**src/rtl/picosoc_bus_pkg.sv**
```systemverilog
// Shared definitions for the PicoRV32 native-bus arbiter: FSM encoding,
// bus field widths and the default error read data.
package picosoc_bus_pkg;

    typedef enum logic {
        ST_IDLE = 1'b0,
        ST_BUSY = 1'b1
    } state_t;

    localparam int ADDR_W = 32;
    localparam int DATA_W = 32;
    localparam int STRB_W = 4;

    localparam logic [DATA_W-1:0] ERR_RDATA_DEF = 32'hBADB_AD00;

endpackage

```
**src/rtl/picosoc_rr_pick.sv**
```systemverilog
// Two-requester round-robin picker: a sole requester wins outright,
// a tie goes to the master that was not served last.
module picosoc_rr_pick (
    input  logic [1:0] req,
    input  logic       last,
    output logic       gnt_idx,
    output logic       any
);

    assign any     = |req;
    assign gnt_idx = (req == 2'b11) ? ~last : req[1];

endmodule

```
**src/rtl/picosoc_bus_arbiter.sv**
```systemverilog
// Two-master round-robin arbiter for the PicoRV32 native bus with a
// per-transaction watchdog that force-completes a hung slave access.
module picosoc_bus_arbiter
    import picosoc_bus_pkg::*;
#(
    parameter int unsigned       TIMEOUT    = 256,
    parameter logic [DATA_W-1:0] ERR_RDATA  = ERR_RDATA_DEF,
    parameter logic              RESET_PRIO = 1'b0
) (
    input  logic              clk,
    input  logic              resetn,
    input  logic              m0_valid,
    input  logic              m0_instr,
    input  logic [ADDR_W-1:0] m0_addr,
    input  logic [DATA_W-1:0] m0_wdata,
    input  logic [STRB_W-1:0] m0_wstrb,
    output logic              m0_ready,
    output logic [DATA_W-1:0] m0_rdata,
    input  logic              m1_valid,
    input  logic              m1_instr,
    input  logic [ADDR_W-1:0] m1_addr,
    input  logic [DATA_W-1:0] m1_wdata,
    input  logic [STRB_W-1:0] m1_wstrb,
    output logic              m1_ready,
    output logic [DATA_W-1:0] m1_rdata,
    output logic              s_valid,
    output logic              s_instr,
    output logic [ADDR_W-1:0] s_addr,
    output logic [DATA_W-1:0] s_wdata,
    output logic [STRB_W-1:0] s_wstrb,
    input  logic              s_ready,
    input  logic [DATA_W-1:0] s_rdata,
    output logic              grant,
    output logic              timeout_irq,
    output logic              timeout_sticky,
    input  logic              timeout_clr
);

    // A zero TIMEOUT still needs a legal one-bit counter, it is simply never compared.
    localparam int unsigned      CNT_W    = (TIMEOUT > 0) ? $clog2(TIMEOUT + 1) : 1;
    localparam logic [CNT_W-1:0] CNT_LAST = (TIMEOUT > 0) ? CNT_W'(TIMEOUT - 1) : '0;
    localparam logic             WDOG_EN  = (TIMEOUT != 0);

    state_t            r_state;
    state_t            w_next;
    logic              r_grant;
    logic              r_last;
    logic              r_sticky;
    logic [CNT_W-1:0]  r_cnt;
    logic              w_pick;
    logic              w_any;
    logic              w_mvalid;
    logic              w_busy;
    logic              w_done;
    logic              w_to;
    logic              w_ack;
    logic [DATA_W-1:0] w_rdata;

    picosoc_rr_pick u_pick (
        .req     ({m1_valid, m0_valid}),
        .last    (r_last),
        .gnt_idx (w_pick),
        .any     (w_any)
    );

    assign w_mvalid = r_grant ? m1_valid : m0_valid;
    assign w_busy   = (r_state == ST_BUSY);
    assign w_done   = w_busy && w_mvalid && s_ready;
    assign w_to     = WDOG_EN && w_busy && w_mvalid && !s_ready && (r_cnt == CNT_LAST);

    always_ff @(posedge clk or negedge resetn) begin
        if (!resetn) r_state <= ST_IDLE;
        else         r_state <= w_next;
    end

    always_comb begin
        w_next = r_state;
        case (r_state)
            ST_IDLE: if (w_any) w_next = ST_BUSY;
            ST_BUSY: if (!w_mvalid || w_done || w_to) w_next = ST_IDLE;
            default: w_next = ST_IDLE;
        endcase
    end

    always_comb begin
        s_valid     = w_busy && w_mvalid && !w_to;
        w_ack       = w_done || w_to;
        w_rdata     = w_to ? ERR_RDATA : s_rdata;
        m0_ready    = w_ack && !r_grant;
        m1_ready    = w_ack && r_grant;
        m0_rdata    = m0_ready ? w_rdata : '0;
        m1_rdata    = m1_ready ? w_rdata : '0;
        s_instr     = r_grant ? m1_instr : m0_instr;
        s_addr      = r_grant ? m1_addr  : m0_addr;
        s_wdata     = r_grant ? m1_wdata : m0_wdata;
        s_wstrb     = r_grant ? m1_wstrb : m0_wstrb;
        timeout_irq = w_to;
    end

    assign grant          = r_grant;
    assign timeout_sticky = r_sticky;

    // Counter is held at zero while idle, so every BUSY entry starts from zero; it saturates.
    always_ff @(posedge clk or negedge resetn) begin
        if (!resetn) begin
            r_grant  <= RESET_PRIO;
            r_last   <= ~RESET_PRIO;
            r_cnt    <= '0;
            r_sticky <= 1'b0;
        end else begin
            if (r_state == ST_IDLE) begin
                r_cnt <= '0;
                if (w_any) r_grant <= w_pick;
            end else if (r_cnt != '1) begin
                r_cnt <= r_cnt + CNT_W'(1);
            end
            if (w_ack) r_last <= r_grant;
            if (w_to)             r_sticky <= 1'b1;
            else if (timeout_clr) r_sticky <= 1'b0;
        end
    end

endmodule

```
**config.mk**
```make
export PLATFORM = sky130hd
export DESIGN_NAME = picosoc_bus_arbiter
export DESIGN_NICKNAME = d
export VERILOG_FILES = /design/src/rtl/picosoc_bus_pkg.sv /design/src/rtl/picosoc_rr_pick.sv /design/src/rtl/picosoc_bus_arbiter.sv
export SDC_FILE = /design/constraint.sdc
export NUM_CORES = 1
export LEC_CHECK = 0
export CORE_AREA = 3 3 120 122
export DETAILED_ROUTE_END_ITERATION = 8
export DIE_AREA = 0 0 123 125
export PLACE_DENSITY = 0.6
export SLEW_MARGIN = 40
export SYNTH_ARGS = -nofsm -noshare
export SYNTH_HDL_FRONTEND = slang
export SYNTH_SLANG_ARGS = --single-unit
```
**constraint.sdc**
```tcl
create_clock -name clk -period 3.67 [get_ports clk]
set_input_delay 0.367 -clock clk [delete_from_list [all_inputs] [get_ports clk]]
set_output_delay 0.367 -clock clk [all_outputs]
set_load 0.02 [all_outputs]
```
==> results.md <==
- Worst slew pin tran: 0.603 ns
- Detail Route Antenna Nets: 0
- Initial antenna violation count: 5
- DR vias/cell: roughly 4.2
- Setup TNS: 0 ns
- Gr usage total: 16.8%
- Via count: a little under 3000
- Starting DRC count in detailed routing: 66
- Crit-path max cell delay: between 0.5 and 0.6 ns
- RSZ-0062 raised after global routing: false
- Routed WL: roughly 14 mm
- Crit path cell chain: ha_1, nand3_1, nor3_1, ha_1, or4b_1, buf_4, and3_1, clkdlybuf4s50_1
- Hold violation total from the final report: 0
- Most frequent cells in the layout: clkdlybuf4s50_1, mux2_2, and3_1, o21a_1, dfrtp_1
- Die Ht: roughly 130 um
- Die span in x: between 100 and 150 um
- FMAX: a little under 300 MHz
- Clk sinks: 13
- Largest area contributor in the netlist: mux2_2
- Synth area leaders: mux2_2, dfrtp_1, o21a_1
- Hold path startpoint: r_last$_DFFE_PN1P_
- Port Buffer Count: about 310
- Cell Count, Final, Fillers Out: 704
- Clock root cell: clkbuf_16
- CP most frequent cell: ha_1
- R2r worst-path depth: 7
- Startpoint types: register
- Initial core utilization: between 10% and 20%
- Syn-to-layout area delta: 162%
- Row count: 42
- Layout fillers: about 1300
- Min-delay worst type: reg2reg
- CORE AREA: between 10000 and 15000 sq um
- GPL Wtd Cong: a little over 0.8
- Area fraction of the dominant cell type after synthesis: between 30% and 40%
- Final period util: between 90% and 100%
- Minimum clock period: about 3.4 ns
- Placed insts: 700
- H-tree levels: 1
- Overflow after GRT: 0
- Register area share after synthesis: between 10% and 20%
- Vias in the first global route: between 2000 and 3000
- Hold endpoint: r_last$_DFFE_PN1P_
- Hold depth: 2
- Mapped cell area: about 2100 sq um
- Count of state elements after synthesis: 13
- Post-CTS setup buffers: 0
- Reg2reg end: timeout_sticky$_DFFE_PN0P_
- Post-Syn Instances: between 200 and 250
- Leakage: around 2.1 nW
- Slew Limit Fails: 0
- Cts hold-fix bufs: 0
- Power Dens Cells: 392 nW/um^2
- Setup slack, reg-to-reg: about 1.5 ns
- Yosys cell types: 35
- Max_slew headroom: around three fifths
- Largest net degree at the start of global routing: 42
- First-pass GRT wire length: 19.5 mm
- Launching point of the worst reg2reg path: r_cnt[0]$_DFFE_PN0P_
- Fin nets: 708
- Max clock buf depth: 2
- # resized after CTS: 0
- Clock slew at reported path FFs: roughly 0.04 ns
- Run status: complete, no violations
- Layout cell share with drive strength beyond 1: about 16%
- Max-cap violations: 0
- Drt first pass iters: 4
- Synth warn: 0
- CP required: between 3 and 4 ns
- Ports: about 320
- # diodes: 0
- Final HPWL from detailed placement: 12.2 mm
- Total CTS buffers: 3
- Setup CP Type: reg2out
- Worst Skew: between 0.0007 and 0.0008 ns
- Die footprint: between 15000 and 20000 sq um
- Crit. End Element: output port
- Slowest CP cell: clkdlybuf4s50_1
- Data arrival, critical path: around 3 ns
- Routed WL per cell: between 20 and 25 um
- Setup violators final: 0
- Most common cell after layout, fill and taps aside: clkdlybuf4s50_1
- Max IR drop VDD: 0.261 mV
- Critical path peak fanout: 33
- Syn nets: between 400 and 500
- Syn avg cell area: 9.00 sq um
- Worst skew pair latency: between 0.2 and 0.25 ns
- CTS tree: done
- DRC: 0
==> flip-flops by register name, indices dropped and copies added (netlist names) <==
register and cells:
grant 1, r_cnt 9, r_state 1, timeout_sticky 1
r_last 1
==> per-layer routing <==
layer	GRT usage, %	vias up	wire [um]
met1	18.8	1391	5190
met2	31.5	128	7440
met4	1.89	10	138
li1	-	1437	-
met3	5.60	18	1420
met5	0	-	61
==> cells in the mapped netlist <==
cell type,n
buf_2,1
or4b_1,1
dfrtp_1,12
nand2b_1,1
o31ai_1,1
a32o_1,1
mux2_2,69
buf_1,7
nand3_1,2
o21ai_0,2
nor3_1,2
or3_1,1
o21a_1,32
inv_2,1
a2111oi_0,2
and3_1,32
o32ai_1,1
buf_4,2
nand2_1,8
xnor2_1,1
nor2b_1,1
nand4b_1,1
clkbuf_1,8
buf_8,3
xor2_1,2
nor2_1,9
inv_1,6
buf_6,3
dfstp_2,1
or4_1,1
o211ai_1,2
clkinv_4,1
mux2i_1,4
a21oi_1,5
ha_1,3
==> where the power goes <==
group | total (mW) | switching, mW | internal, mW | leakage, nW
registers | 0.204 | 0.0297 | 0.174 | 0.169
logic | 1.71 | 0.806 | 0.900 | 1.88
clock network | 0.202 | 0.0557 | 0.146 | 0.0382
total | 2.11 | 0.891 | 1.22 | 2.09
==> how the worst max path moves through the flow <==
stage,startpoint,endpoint
floorplan,r_cnt[0]$_DFFE_PN0P_,m1_rdata[19]
global placement,r_cnt[0]$_DFFE_PN0P_,m0_rdata[1]
detailed placement,r_cnt[0]$_DFFE_PN0P_,m1_rdata[13]
CTS,r_cnt[0]$_DFFE_PN0P_,m1_rdata[13]
global route,r_cnt[0]$_DFFE_PN0P_,m1_rdata[13]
finish,r_cnt[0]$_DFFE_PN0P_,m0_rdata[1]
==> cell families (layout without fill, tap and decap cells) <==
kind of cell,after synthesis,after routing,synth area share (%)
flops,13,13,15.8
mux,73,73,39.6
xor+xnor,3,3,1.28
buf+inv,32,331,9.23
compound gates,46,46,16.2
fa+ha+maj,3,3,1.82
simple gates,59,59,16.0
==> critical path, delay by kind of cell, from the launching register on <==
family,cells,cell delay [ns]
fa+ha+maj,2,0.44
buf+inv,2,0.79
flops,1,0.40
simple gates,4,1.12
==> per-stage QoR <==
| stage | cell area, sq um | worst slack [ns] | hold WS, ns | utilization (%) | power, mW |
|---|---|---|---|---|---|
| after global routing | 5390 | 0.0929 | 0.491 | 40.6 | 2.21 |
| after detailed placement | 5310 | 0.548 | 0.462 | 40.0 | 1.92 |
| after floorplan | 2060 | 1.19 | 0.0714 | - | 1.08 |
| final | 5390 | 0.295 | 0.469 | 40.6 | 2.11 |
| after CTS | 5390 | 0.289 | 0.470 | 40.6 | 2.14 |
| after global placement | 5310 | 0.606 | 0.461 | 40.0 | 1.91 |
==> final cells by class <==
| type | instances | area [sq um] | share of cell area, % |
|---|---|---|---|
| Clock buffer | 4 | 78.8 | 1.46 |
| Inverter | 8 | 35.0 | 0.650 |
| Multi-Input combinational cell | 184 | 1550 | 28.7 |
| Sequential cell | 13 | 328 | 6.08 |
| Tap cell | 176 | 220 | 4.08 |
| Timing Repair Buffer | 319 | 3180 | 59.0 |
No activity file was read; power rests on OpenSTA's default activity.
